**config.mk**
```make
export PLATFORM = sky130hd
export DESIGN_NAME = wb_uart_port
export DESIGN_NICKNAME = d
export VERILOG_FILES = /design/src/rtl/wb_uart_port.sv
export SDC_FILE = /design/constraint.sdc
export NUM_CORES = 1
export LEC_CHECK = 0
export CAP_MARGIN = 20
export CORE_ASPECT_RATIO = 1.4
export CORE_MARGIN = 8
export CORE_UTILIZATION = 58
export CTS_CLUSTER_SIZE = 28
export DETAILED_ROUTE_END_ITERATION = 10
export PLACE_DENSITY = 0.78
export SKIP_CTS_REPAIR_TIMING = 1
export SLEW_MARGIN = 30
export SYNTH_ARGS = -nofsm -noshare
export SYNTH_HDL_FRONTEND = slang
export SYNTH_SLANG_ARGS = --single-unit
export TNS_END_PERCENT = 1
```
**constraint.sdc**
```tcl
create_clock -name clk -period 4.6 [get_ports clk]
set_input_delay 0.92 -clock clk [delete_from_list [all_inputs] [get_ports clk]]
set_output_delay 0.92 -clock clk [all_outputs]
set_load 0.02 [all_outputs]
```
**src/rtl/wb_uart_port.sv**
```systemverilog
// Wishbone B4 classic responder bridging CPU register accesses to UART TX/RX byte streams.
// Each direction is buffered by a FIFO of 2**FIFO_DEPTH_LOG2 bytes.
module wb_uart_port #(
  parameter int unsigned FIFO_DEPTH_LOG2 = 4
) (
  input  logic        clk,
  input  logic        rst,
  input  logic [3:0]  adr_i,
  input  logic [31:0] dat_i,
  output logic [31:0] dat_o,
  input  logic        we_i,
  input  logic [3:0]  sel_i,
  input  logic        stb_i,
  input  logic        cyc_i,
  output logic        ack_o,
  output logic [7:0]  tx_data,
  output logic        tx_valid,
  input  logic        tx_ready,
  input  logic [7:0]  rx_data,
  input  logic        rx_valid,
  output logic        rx_ready
);

  localparam int unsigned AW    = FIFO_DEPTH_LOG2;
  localparam int unsigned DEPTH = 1 << AW;
  localparam logic [AW:0] FULL_CNT = (AW+1)'(DEPTH);

  typedef enum logic [1:0] {
    REG_DATA   = 2'd0,
    REG_STATUS = 2'd1,
    REG_RSVD2  = 2'd2,
    REG_RSVD3  = 2'd3
  } reg_e;

  reg_e reg_sel;
  logic accept;
  logic [31:0] rdata;
  logic txdrop;

  logic [7:0]    tx_mem [DEPTH];
  logic [AW-1:0] tx_wr, tx_rd;
  logic [AW:0]   tx_cnt;
  logic          tx_empty, tx_full, tx_push, tx_pop, tx_drop_evt;

  logic [7:0]    rx_mem [DEPTH];
  logic [AW-1:0] rx_wr, rx_rd;
  logic [AW:0]   rx_cnt;
  logic          rx_empty, rx_full, rx_push, rx_pop;

  logic unused_bits;
  assign unused_bits = ^{adr_i[1:0], sel_i[3:1], dat_i[31:8]};

  assign reg_sel = reg_e'(adr_i[3:2]);
  // Blocking acceptance while ack_o is high guarantees single-shot side effects.
  assign accept  = cyc_i & stb_i & ~ack_o;

  assign tx_empty = (tx_cnt == '0);
  assign tx_full  = (tx_cnt == FULL_CNT);
  assign rx_empty = (rx_cnt == '0);
  assign rx_full  = (rx_cnt == FULL_CNT);

  assign tx_valid = ~tx_empty;
  assign tx_data  = tx_mem[tx_rd];
  assign rx_ready = ~rx_full & ~rst;

  // Full/empty come from pre-edge counts, so same-edge stream activity never rescues a CPU access.
  assign tx_push     = accept & we_i & (reg_sel == REG_DATA) & sel_i[0] & ~tx_full;
  assign tx_drop_evt = accept & we_i & (reg_sel == REG_DATA) & sel_i[0] & tx_full;
  assign tx_pop      = tx_valid & tx_ready;
  assign rx_push     = rx_valid & rx_ready;
  assign rx_pop      = accept & ~we_i & (reg_sel == REG_DATA) & ~rx_empty;

  always_comb begin
    rdata = '0;
    unique case (reg_sel)
      REG_DATA: begin
        if (!rx_empty) rdata = {23'b0, 1'b1, rx_mem[rx_rd]};
      end
      REG_STATUS: begin
        rdata = {8'b0, 8'(tx_cnt), 8'(rx_cnt), 3'b0, txdrop, 1'b0,
                 tx_empty, ~tx_full, ~rx_empty};
      end
      default: rdata = '0;
    endcase
  end

  always_ff @(posedge clk) begin
    if (tx_push) tx_mem[tx_wr] <= dat_i[7:0];
    if (rx_push) rx_mem[rx_wr] <= rx_data;
  end

  always_ff @(posedge clk) begin
    if (rst) begin
      ack_o  <= 1'b0;
      dat_o  <= '0;
      txdrop <= 1'b0;
      tx_wr  <= '0;
      tx_rd  <= '0;
      tx_cnt <= '0;
      rx_wr  <= '0;
      rx_rd  <= '0;
      rx_cnt <= '0;
    end else begin
      ack_o <= accept;
      dat_o <= (accept && !we_i) ? rdata : '0;

      if (tx_drop_evt)
        txdrop <= 1'b1;
      else if (accept && we_i && reg_sel == REG_STATUS && sel_i[0] && dat_i[4])
        txdrop <= 1'b0;

      if (tx_push) tx_wr <= tx_wr + 1'b1;
      if (tx_pop)  tx_rd <= tx_rd + 1'b1;
      unique case ({tx_push, tx_pop})
        2'b10:   tx_cnt <= tx_cnt + 1'b1;
        2'b01:   tx_cnt <= tx_cnt - 1'b1;
        default: tx_cnt <= tx_cnt;
      endcase

      if (rx_push) rx_wr <= rx_wr + 1'b1;
      if (rx_pop)  rx_rd <= rx_rd + 1'b1;
      unique case ({rx_push, rx_pop})
        2'b10:   rx_cnt <= rx_cnt + 1'b1;
        2'b01:   rx_cnt <= rx_cnt - 1'b1;
        default: rx_cnt <= rx_cnt;
      endcase
    end
  end

endmodule
```
==> Word-level counts from Yosys, hierarchy flattened <==
Memory sizes are Yosys's and may differ from the RTL's. A register that Yosys moved wholly into a read port is not among the register bits.
Cells that the tools add are included.
{ "classes": {"n_addsub": 8, "n_eq_ne": 7, "muxes": 14, "n_bitwise": 21, "reduce_logical": 13} }
{ "op_table": {"columns": ["cell", "n"], "rows": [
  ["$pmux W32 S2", 1],
  ["$pmux W5 S2", 2],
  ["$add A4 B1 Y4 const B", 4],
  ["$mux W4", 4],
  ["$and A1 B1 Y1", 13],
  ["$add A5 B1 Y5 const B", 2],
  ["$eq A5 B5 Y1 const B", 2],
  ["$logic_not A5 Y1", 2],
  ["$sub A5 B1 Y5 const B", 2],
  ["$mux W9", 1],
  ["$not A1 Y1", 8],
  ["$eq A2 B1 Y1 const B", 3],
  ["$mux W1", 6],
  ["$reduce_bool A2 Y1", 3],
  ["$logic_and A1 B1 Y1", 5],
  ["$eq A2 B2 Y1 const B", 2],
  ["$logic_not A2 Y1", 1],
  ["$reduce_or A2 Y1", 1],
  ["$logic_not A1 Y1", 1]
]} }
{ "totals": {"regBits": 60, "mem_bits_rw": 256, "inputBits": 55, "output_inout_bits": 43, "word_cells": 74, "mem_count": 2} }
{ "mem_list": {"columns": ["memory", "depth", "width", "read_ports", "rd_clocked_by_memory_dff", "wr", "line", "source"], "rows": [
  ["rx_mem", 16, 8, 1, 1, 1, "45", "logic [7:0] rx_mem [DEPTH];"],
  ["tx_mem", 16, 8, 1, 1, 1, "40", "logic [7:0] tx_mem [DEPTH];"]
]} }

==> Depth between registers and ports, before layout <==
Gate-level depths: netlist (run 1).
{ "logic_depth": {"word_depth": 8, "ltp_mapped": 13} }

==> Least setup slack after synthesis (run 1) <==
OpenSTA, ideal clock, no wires.
{ "synth_path": {"path_type": "input port to flip-flop", "startpoint": "input adr_i[3]", "endpoint": "register tx_cnt[4]", "t_arrival_ns": 3.654, "required_ns": 4.479, "path_slack_ns": 0.825, "stages": 12, "path_buffers": 2, "path_cell_list": "nand4bb_1 > a2111oi_2 > buf_2 > inv_1 > ha_1 > clkbuf_1 > xor2_1 > ha_1 > a21oi_1 > or3b_2 > a31oi_1 > mux2_2"} }
{ "synth_between": {"elab_chain_len": 6, "word_cells_on_any_way": 8} }
{ "synth_lines": {"columns": ["item", "line", "source"], "rows": [
  ["start, declared", "8", "input logic [3:0] adr_i,"],
  ["$logic_not A2 Y1 *", "67", "assign tx_push = accept & we_i & (reg_sel == REG_DATA) & sel_i[0] & ~tx_full;"],
  ["$and A1 B1 Y1 * (3 in a row)", "67", null],
  ["$eq A2 B1 Y1 / $eq A2 B2 Y1 (equally long branches)", "114", "unique case ({tx_push, tx_pop})"],
  ["$pmux W5 S2 / $reduce_bool A2 Y1 (equally long branches)", null, null],
  ["end signal, assigned", "115", "2'b10: tx_cnt <= tx_cnt + 1'b1;"],
  ["end signal, assigned", "116", "2'b01: tx_cnt <= tx_cnt - 1'b1;"],
  ["end signal, assigned", "117", "default: tx_cnt <= tx_cnt;"],
  ["end, declared", "42", "logic [AW:0] tx_cnt;"]
]} }
Mark *: on every way between the ends. The rest lies on a longest branch, timed or not.
A chain may end at the register's enable or synchronous reset.

==> results of run 1 <==
[synth_stat cells (2+ instances only)]
cell type    n
xnor2_1      4
inv_1       20
ha_1        17
mux4_1       3
buf_1        3
buf_2       10
mux2_2       3
clkbuf_1    11
nand2b_1     5
a211o_1      2
a21oi_1     15
a221oi_1     4
edfxtp_1   256
a21o_1       6
nor3_1       8
nand2_1     16
o31ai_1      3
nor3b_1      2
o22ai_1      3
o211ai_1     2
dfxtp_1     54
mux4_2      68
and3_1       4
nand3b_1     3
buf_4       16
nor2b_1      6
nor2_1      40
xor2_1       8
mux2i_1     14
o21ai_0      2
a211oi_1     8
nor4_2       2
nand3_1      7
a22o_1       2
and2_1      26
[cells by family after synthesis]
logic type,Yosys count
multiplexers,88
flip-flops,310
adder cells (fa/ha/maj),18
other,1
AND/OR/NAND/NOR,127
AO/OA/AOI/OAI,55
XOR/XNOR,12
buffers and inverters,61
[power by group]
group,total [W],switching (W),internal (W),leakage [nW]
Combinational,0.000155,0.0000950,0.0000602,1.35
Sequential,0.00306,0.00000910,0.00305,2.74
Clock,0.00223,0.000934,0.00130,0.414
Total,0.00544,0.00104,0.00440,4.50
[per-stage QoR]
stage / setup slack, ns / area, um2
floorplan: 0.825 / 12300
global placement: 0.485 / 13100
detailed placement: 0.411 / 13100
CTS: 0.573 / 13900
global route: 0.490 / 13900
finish: 0.647 / 13900
[final timing paths]
path,startpoint,end,slack (ns),cells past startpoint
worst max-delay path,flop,tx_data[5],0.65,4
worst min-delay path,ack_o,ack_o,0.47,1
worst max register to register,tx_cnt[0],tx_cnt[4],1.33,10
worst min register to register,ack_o,ack_o,0.47,1
[worst reg2reg max path: cells and delay by family, from the launching register on]
| kind | cells | cell delay (ns) |
|---|---|---|
| AND/OR/NAND/NOR | 2 | 1.06 |
| AO/OA/AOI/OAI | 3 | 0.54 |
| adder cells (fa/ha/maj) | 2 | 0.54 |
| flip-flops | 1 | 0.40 |
| multiplexers | 1 | 0.35 |
| XOR/XNOR | 1 | 0.18 |
| buffers and inverters | 1 | 0.11 |
[metal layers]
layer  GRT usage  part of all wire  routed length, um  up-vias
li1            -                 -                  -     2759
met4      0.0707             0.031                716        0
met3      0.0241             0.033                774       61
met5           0                 0                  0        -
met1       0.179              0.35               8120     3110
met2       0.365              0.59              13600      152
[sequential cells by signal, indices dropped and copies added (netlist names), named ones only]
signal	count
tx_rd	4
dat_o	18
txdrop	1
tx_cnt	5
ack_o	1
rx_rd	4
rx_cnt	5
rx_wr	4
tx_mem	128
rx_mem	128
tx_wr	4
[layout make-up]
type | instances | area share
well taps | 260 | 0.0233
clock buffers | 33 | 0.0501
flip-flops and latches | 310 | 0.629
inverters | 20 | 0.00539
repair buffers | 67 | 0.0458
multi-input cells | 314 | 0.234
clock inverters | 14 | 0.0120
==> impl_metrics.toml, run 1 <==
[logic_synthesis]
yosys_warnings = 0
synth-simple-area-share = 0.0549
synth_flop_cell = "edfxtp_1"
synth_top_cells_by_area = "edfxtp_1 63%, mux4_2 12%, dfxtp_1 8.8%"
synth-seq-cells = 310
yosysTopAreaCellShare = 0.626
yosysTopAreaCell = "edfxtp_1"
synth_compound_area_frac = 0.0333
synth_edf_count = 256
synth_cell_types = 54
synthAdderAreaFrac = 0.0189
synthArstFlopShare = 0
synth_xor_area_frac = 0.00855
avgSynthCellArea_um2 = 18.3
synth_seq_area_share = 0.714
synth_mux_area_frac = 0.145
syn-instance-count = 672
syn_area_um2 = 12300
synth_top_family_by_area = "multiplexers"

[die]
core_area_um2 = 21000
dieArea_um2 = 26200
io_pins = 98
die_w_um = 139
die_h_um = 188
initial_utilization = 0.586
row_count = 63

[clock_network]
cts_buffers = 27
cts_buffer_depth = 3
insertion_delay_ns = 0.52
cts_num_sinks = 310
path_clk_slew_ns = 0.06
cts_tree = "built"
clock_tree.root_cell = "clkbuf_16"
htree_levels = 1

[timing]
drv_slew = 0
min_period_over_period = 0.859
setup_tns_ns = 0
hold_viol_final = 0
period_minus_slack_ns = 3.95
whs_ns = 0.469
setup_viol = 0
tightest_slew_ns = 0.994
fin_skew_ns = 0.00863
fmax_mhz = 253
relSlewSlack = 0.335
rsz0062_at_grt = "false"

[power]
worst_ir_drop_vdd_mv = 0.467
power.leakage_nw = 4.50
power_w = 0.00544
powerDensity_nw_per_um2 = 390

[final_layout]
areaGrowthSynthToFinish_pct = 13.4
fin_util = 0.665
multi_input_area_um2 = 3260
drive_above_1_share = 0.173
n_fill_cell = 1361
final_nets = 813
antenna_cells = 0
mostFrequentLayoutCells = "256 x edfxtp_1, 68 x mux4_2, 54 x clkdlybuf4s50_1"
final_cells = 1018
register_area_um2 = 8770
final_common_cell = "edfxtp_1"

[drt]
firstDrtPassIters = 5
vias = 6082
drc = 0
wl_per_cell_um = 22.8
drtIter0Drc = 408
vias_per_cell = 5.97
wl_um = 23200
ant_nets = 0

[grt]
track_usage = 0.180
grt_pass1_vias = 6634
grt_overflow = 0
antenna_found_initial = 0
grt_pass1_wl_um = 36500
grt_max_degree = 38

[placement]
dp_hpwl_um = 16100
routabilityCongestion = 0.759
io_buffers = 54
place_inst = 971

[worst_setup_path]
critPathTopFamily = "multiplexers"
cp-start-kind = "flop"
cp_max_fo = 32
path_cells = "buf_4 -> mux4_2 -> mux4_2 -> clkdlybuf4s50_1"
critPathMaxStageDelay_ns = 0.61
cp_slowest_cell = "mux4_2"
path_common_cell = "mux4_2"
path_buf_inv = 2
critPathArrivalTime_ns = 3.03
required_ns = 3.68
crit_path_end_kind = "output pin"
worstSetupPathType = "reg -> out"

[job]
timing.max_cap.violations = 0

[outcome]
status = "complete, no violations"

[min_path]
hold_path.class = "reg -> reg"
(Power assumes the default switching activity.)
==> inputs of run 2 (changes only) <==
MAX_ROUTING_LAYER = met4   (was unset)
clock period = 3.64 ns   (was 4.6 ns; I/O delays follow)
==> run 2 against run 1 <==
Combinational power grew 33%; global-route usage grew 1.0 points; total power increased by 30%; via count is 1.4% higher; count of clock-buffer cells in the layout shrank 1; worst setup slack got worse by 0.45 ns; worst hold slack worse by 0.032 ns; highest routed layer unchanged; routed wire length rose by 4.2%; first-iteration DRC count increased by 11%; utilization up 1.5 points; clock skew hardly changed; register-to-register slack worse by 0.90 ns.
==> impl_metrics.toml, run 2 (synthesized netlist as in run 1, its figures left out) <==
[outcome]
status = "complete, no violations"

[grt]
grt_pass1_vias = 6629
use_met3 = 0.0243
antenna_found_initial = 0
busiest_layer = "met2"
grt_overflow = 0
grt_pass1_wl_um = 37600
grt_max_degree = 38
grtUsageMet2 = 0.368
track_usage = 0.191
use_met1 = 0.200

[clock_network]
cts_num_sinks = 310
path_clk_slew_ns = 0.06
htree_levels = 1
cts_buffer_depth = 3
cts_buffers = 28
cts_tree = "built"
clock_tree.root_cell = "clkbuf_16"
insertion_delay_ns = 0.52

[timing]
relSlewSlack = 0.396
min_period_over_period = 0.946
hold_viol_final = 0
rsz0062_at_grt = "false"
tightest_slew_ns = 0.903
setup_viol = 0
fmax_mhz = 290
fin_skew_ns = 0.00821
period_minus_slack_ns = 3.44
drv_slew = 0
whs_ns = 0.438

[power]
p_seq_frac = 0.545
power.leakage_nw = 4.71
switching_power_w = 0.00138
powerDensity_nw_per_um2 = 497
switching_share = 0.195
internal_power_w = 0.00571
p_clk_frac = 0.426
worst_ir_drop_vdd_mv = 0.506
comb_power_share = 0.029

[job]
timing.max_cap.violations = 0

[drt]
firstDrtPassIters = 4
drc = 0
wl_per_cell_um = 23.0
vias_per_cell = 5.87
ant_nets = 0
wl_um = 24200
vias = 6170
drtIter0Drc = 452

[final_layout]
antenna_cells = 0
mostFrequentLayoutCells = "256 x edfxtp_1, 68 x mux4_2, 54 x clkdlybuf4s50_1"
areaGrowthSynthToFinish_pct = 16.0
multi_input_area_um2 = 3260
drive_above_1_share = 0.210
final_nets = 842
largestRegisters = "rx_mem x128, tx_mem x128, dat_o x18"
register_area_um2 = 8770
final_cells = 1051
final_common_cell = "edfxtp_1"
n_fill_cell = 1358

[placement]
routabilityCongestion = 0.795
place_inst = 995
dp_hpwl_um = 16400
io_buffers = 54

[min_path]
whs_path_depth = 1
holdCritStartpoint = "ack_o"
holdPathEnd = "ack_o"
hold_path.class = "reg -> reg"

[worst_setup_path]
r2r-end = "tx_cnt[4]"
cp-start-kind = "flop"
worstSetupPathType = "reg -> out"
critPathArrivalTime_ns = 2.72
r2r_setup_slack_ns = 0.43
rr_worst_depth = 10
r2r-start = "tx_cnt[1]"
required_ns = 2.91
cp_max_fo = 17
crit_path_end_kind = "output pin"

[die]
die_w_um = 139
initial_utilization = 0.586
core_area_um2 = 21000
io_pins = 98
row_count = 63
die_h_um = 188
dieArea_um2 = 26200
[run 2: metrics by stage]
step	area, um2	setup TNS, ns	setup WS, ns	power [W]	util
2_1_floorplan	12300	0	0.0571	0.00405	-
3_3_place_gp	13300	0	0.0792	0.00413	0.632
3_5_place_dp	13300	0	0.00916	0.00414	0.632
4_1_cts	14200	-0.522	-0.105	0.00713	0.678
5_1_grt	14300	0	0.111	0.00729	0.680
6_report	14300	0	0.196	0.00709	0.680
[run 2: power by group through the flow]
stage | Sequential [W] | Combinational, W | Clock (W)
2_1_floorplan | 0.00394 | 0.000110 | 0
3_3_place_gp | 0.00394 | 0.000189 | 0
3_5_place_dp | 0.00394 | 0.000201 | 0
4_1_cts | 0.00386 | 0.000203 | 0.00307
5_1_grt | 0.00386 | 0.000222 | 0.00321
6_report | 0.00386 | 0.000206 | 0.00302
[run 2: area by class of cell]
| type | count | area share |
|---|---|---|
| multi-input cells | 314 | 0.229 |
| repair buffers | 95 | 0.0604 |
| inverters | 20 | 0.00526 |
| clock inverters | 20 | 0.0147 |
| well taps | 260 | 0.0228 |
| clock buffers | 32 | 0.0531 |
| flip-flops and latches | 310 | 0.615 |
[run 2: worst max-delay path by stage]
stage,from,endpoint,cells past startpoint,slack (ns)
final,flop,tx_data[7],4,0.20
after global routing,flop,tx_data[7],4,0.11
after CTS,flop,tx_data[7],4,-0.11
after detailed placement,cyc_i,tx_cnt[4],11,0.009
after global placement,cyc_i,tx_cnt[4],11,0.08
after floorplan,adr_i[3],tx_cnt[4],12,0.06
[run 2: layer usage]
| layer | vias up | share of wire |
|---|---|---|
| li1 | 2806 | - |
| met1 | 3181 | 0.37 |
| met2 | 141 | 0.58 |
| met5 | - | 0 |
| met4 | 0 | 0.018 |
| met3 | 42 | 0.033 |
[run 2: worst max-delay path, cell delays in order, from the launching register on]
cell             delay (ns)
dfxtp_4                0.39
buf_12                 0.20
mux4_2                 0.54
mux4_2                 0.49
clkdlybuf4s50_1        0.56
==> inputs of run 3 (changes only) <==
--- a/config.mk
+++ b/config.mk
@@ -12,4 +12,5 @@
 export CTS_CLUSTER_SIZE = 28
 export DETAILED_ROUTE_END_ITERATION = 10
+export GPL_ROUTABILITY_DRIVEN = 1
 export MAX_ROUTING_LAYER = met4
 export PLACE_DENSITY = 0.78
==> constraint.sdc (replaced) <==
create_clock -name clk -period 3.64 [get_ports clk]
set_input_delay 0.728 -clock clk [delete_from_list [all_inputs] [get_ports clk]]
set_output_delay 0.728 -clock clk [all_outputs]
set_load 0.01 [all_outputs]
==> run 3 against run 2 <==
Count of clock-buffer cells in the layout unchanged; largest power group unchanged; critical endpoint unchanged; clock skew about the same; worst setup slack worse by 0.060 ns; critical path depth unchanged.
==> impl_metrics.toml, run 3 (synthesized netlist as in run 1, its figures left out) <==
[final_layout]
largestRegisters = "rx_mem x128, tx_mem x128, dat_o x18"
antenna_cells = 0
multi_input_area_um2 = 3260
final_common_cell = "edfxtp_1"
areaGrowthSynthToFinish_pct = 15.8
mostFrequentLayoutCells = "256 x edfxtp_1, 68 x mux4_2, 54 x clkdlybuf4s50_1"
n_fill_cell = 1362
drive_above_1_share = 0.206
final_nets = 838
register_area_um2 = 8770

[outcome]
status = "complete, no violations"

[worst_setup_path]
cp_max_fo = 17
critPathMaxStageDelay_ns = 0.54
worstSetupPathType = "reg -> out"
path_cells = "buf_12 -> mux4_2 -> mux4_2 -> clkdlybuf4s50_1"
path_common_cell = "mux4_2"
required_ns = 2.91
crit_path_end_kind = "output pin"
cp-start-kind = "flop"
critPathArrivalTime_ns = 2.78
cp_slowest_cell = "mux4_2"

[clock_network]
htree_levels = 1
cts_num_sinks = 310
cts_buffer_depth = 3
cts_tree = "built"
cts_buffers = 28
clock_tree.root_cell = "clkbuf_16"
insertion_delay_ns = 0.53
path_clk_slew_ns = 0.06

[timing]
tightest_slew_ns = 0.893
setup_ws_ns = 0.136
hold_viol_final = 0
min_period_over_period = 0.963
setup_tns_ns = 0
fin_skew_ns = 0.00785
drv_slew = 0
setup_viol = 0
relSlewSlack = 0.402
rsz0062_at_grt = "false"
fmax_mhz = 285
period_minus_slack_ns = 3.50

[grt]
antenna_found_initial = 0
track_usage = 0.191
grt_max_degree = 38
grt_pass1_vias = 6629
grt_pass1_wl_um = 37600
grt_overflow = 0

[die]
die_h_um = 188
die_w_um = 139
row_count = 63
initial_utilization = 0.586
core_area_um2 = 21000
io_pins = 98
dieArea_um2 = 26200

[power]
switching_share = 0.193
worst_ir_drop_vdd_mv = 0.509
internal_power_w = 0.00571
p_clk_frac = 0.427
powerDensity_nw_per_um2 = 497
comb_power_share = 0.027
switching_power_w = 0.00137
power.leakage_nw = 4.69
p_seq_frac = 0.546

[placement]
io_buffers = 54
dp_hpwl_um = 16400
routabilityCongestion = 0.795
pre_cts_slack_ns = 0.00916

[drt]
ant_nets = 0
firstDrtPassIters = 4
vias_per_cell = 5.89
wl_per_cell_um = 23.0
wl_um = 24100
drc = 0
drtIter0Drc = 455
vias = 6169

[job]
timing.max_cap.violations = 0

[min_path]
hold_path.class = "reg -> reg"
==> run 3: changes by cell type in the layout (fill, tap and decap cells not counted) <==
cell   before  now
buf_4      40   36
==> run 3: metal layers <==
metal | global-route usage | part of all wire | vias up
met5 | - | 0 | -
met4 | 0.0491 | 0.018 | 0
met3 | 0.0243 | 0.034 | 41
met2 | 0.368 | 0.58 | 136
met1 | 0.200 | 0.37 | 3190
li1 | - | - | 2802
==> run 3: power by group through the flow <==
stage | Combinational, W | Clock [W] | Sequential [W]
5_1_grt | 0.000209 | 0.00321 | 0.00386
3_3_place_gp | 0.000180 | 0 | 0.00394
2_1_floorplan | 0.000101 | 0 | 0.00394
4_1_cts | 0.000193 | 0.00307 | 0.00386
6_report | 0.000193 | 0.00302 | 0.00386
3_5_place_dp | 0.000192 | 0 | 0.00394
==> run 3: final timing paths <==
path	start	endpoint	slack (ns)	cells after the start
worst min register to register	ack_o	ack_o	0.44	1
worst min-delay path	ack_o	ack_o	0.44	1
worst max-delay path	flop	tx_data[7]	0.14	4
worst max register to register	tx_cnt[1]	tx_cnt[4]	0.42	10
==> run 3: final cells by class <==
cell class	count	area share
clock buffers	32	0.0532
clock inverters	20	0.0148
inverters	20	0.00528
multi-input cells	314	0.229
flip-flops and latches	310	0.617
well taps	260	0.0229
repair buffers	91	0.0584
==> run 3: critical path, delay by kind of cell, from the launching register on <==
kind     cells  cell delay [ns]
buf+inv      2             0.73
flops        1             0.48
mux          2             1.03
==> run 3: stage by stage <==
step | power [W] | instances | instance area [um2] | util | hold slack, ns
finish | 0.00708 | 1047 | 14200 | 0.679 | 0.438
global route | 0.00728 | 1047 | 14200 | 0.679 | 0.471
CTS | 0.00713 | 1047 | 14200 | 0.678 | 0.442
detailed placement | 0.00413 | 995 | 13300 | 0.632 | 0.439
global placement | 0.00412 | 995 | 13300 | 0.632 | 0.423
floorplan | 0.00404 | 685 | 12300 | - | 0.461
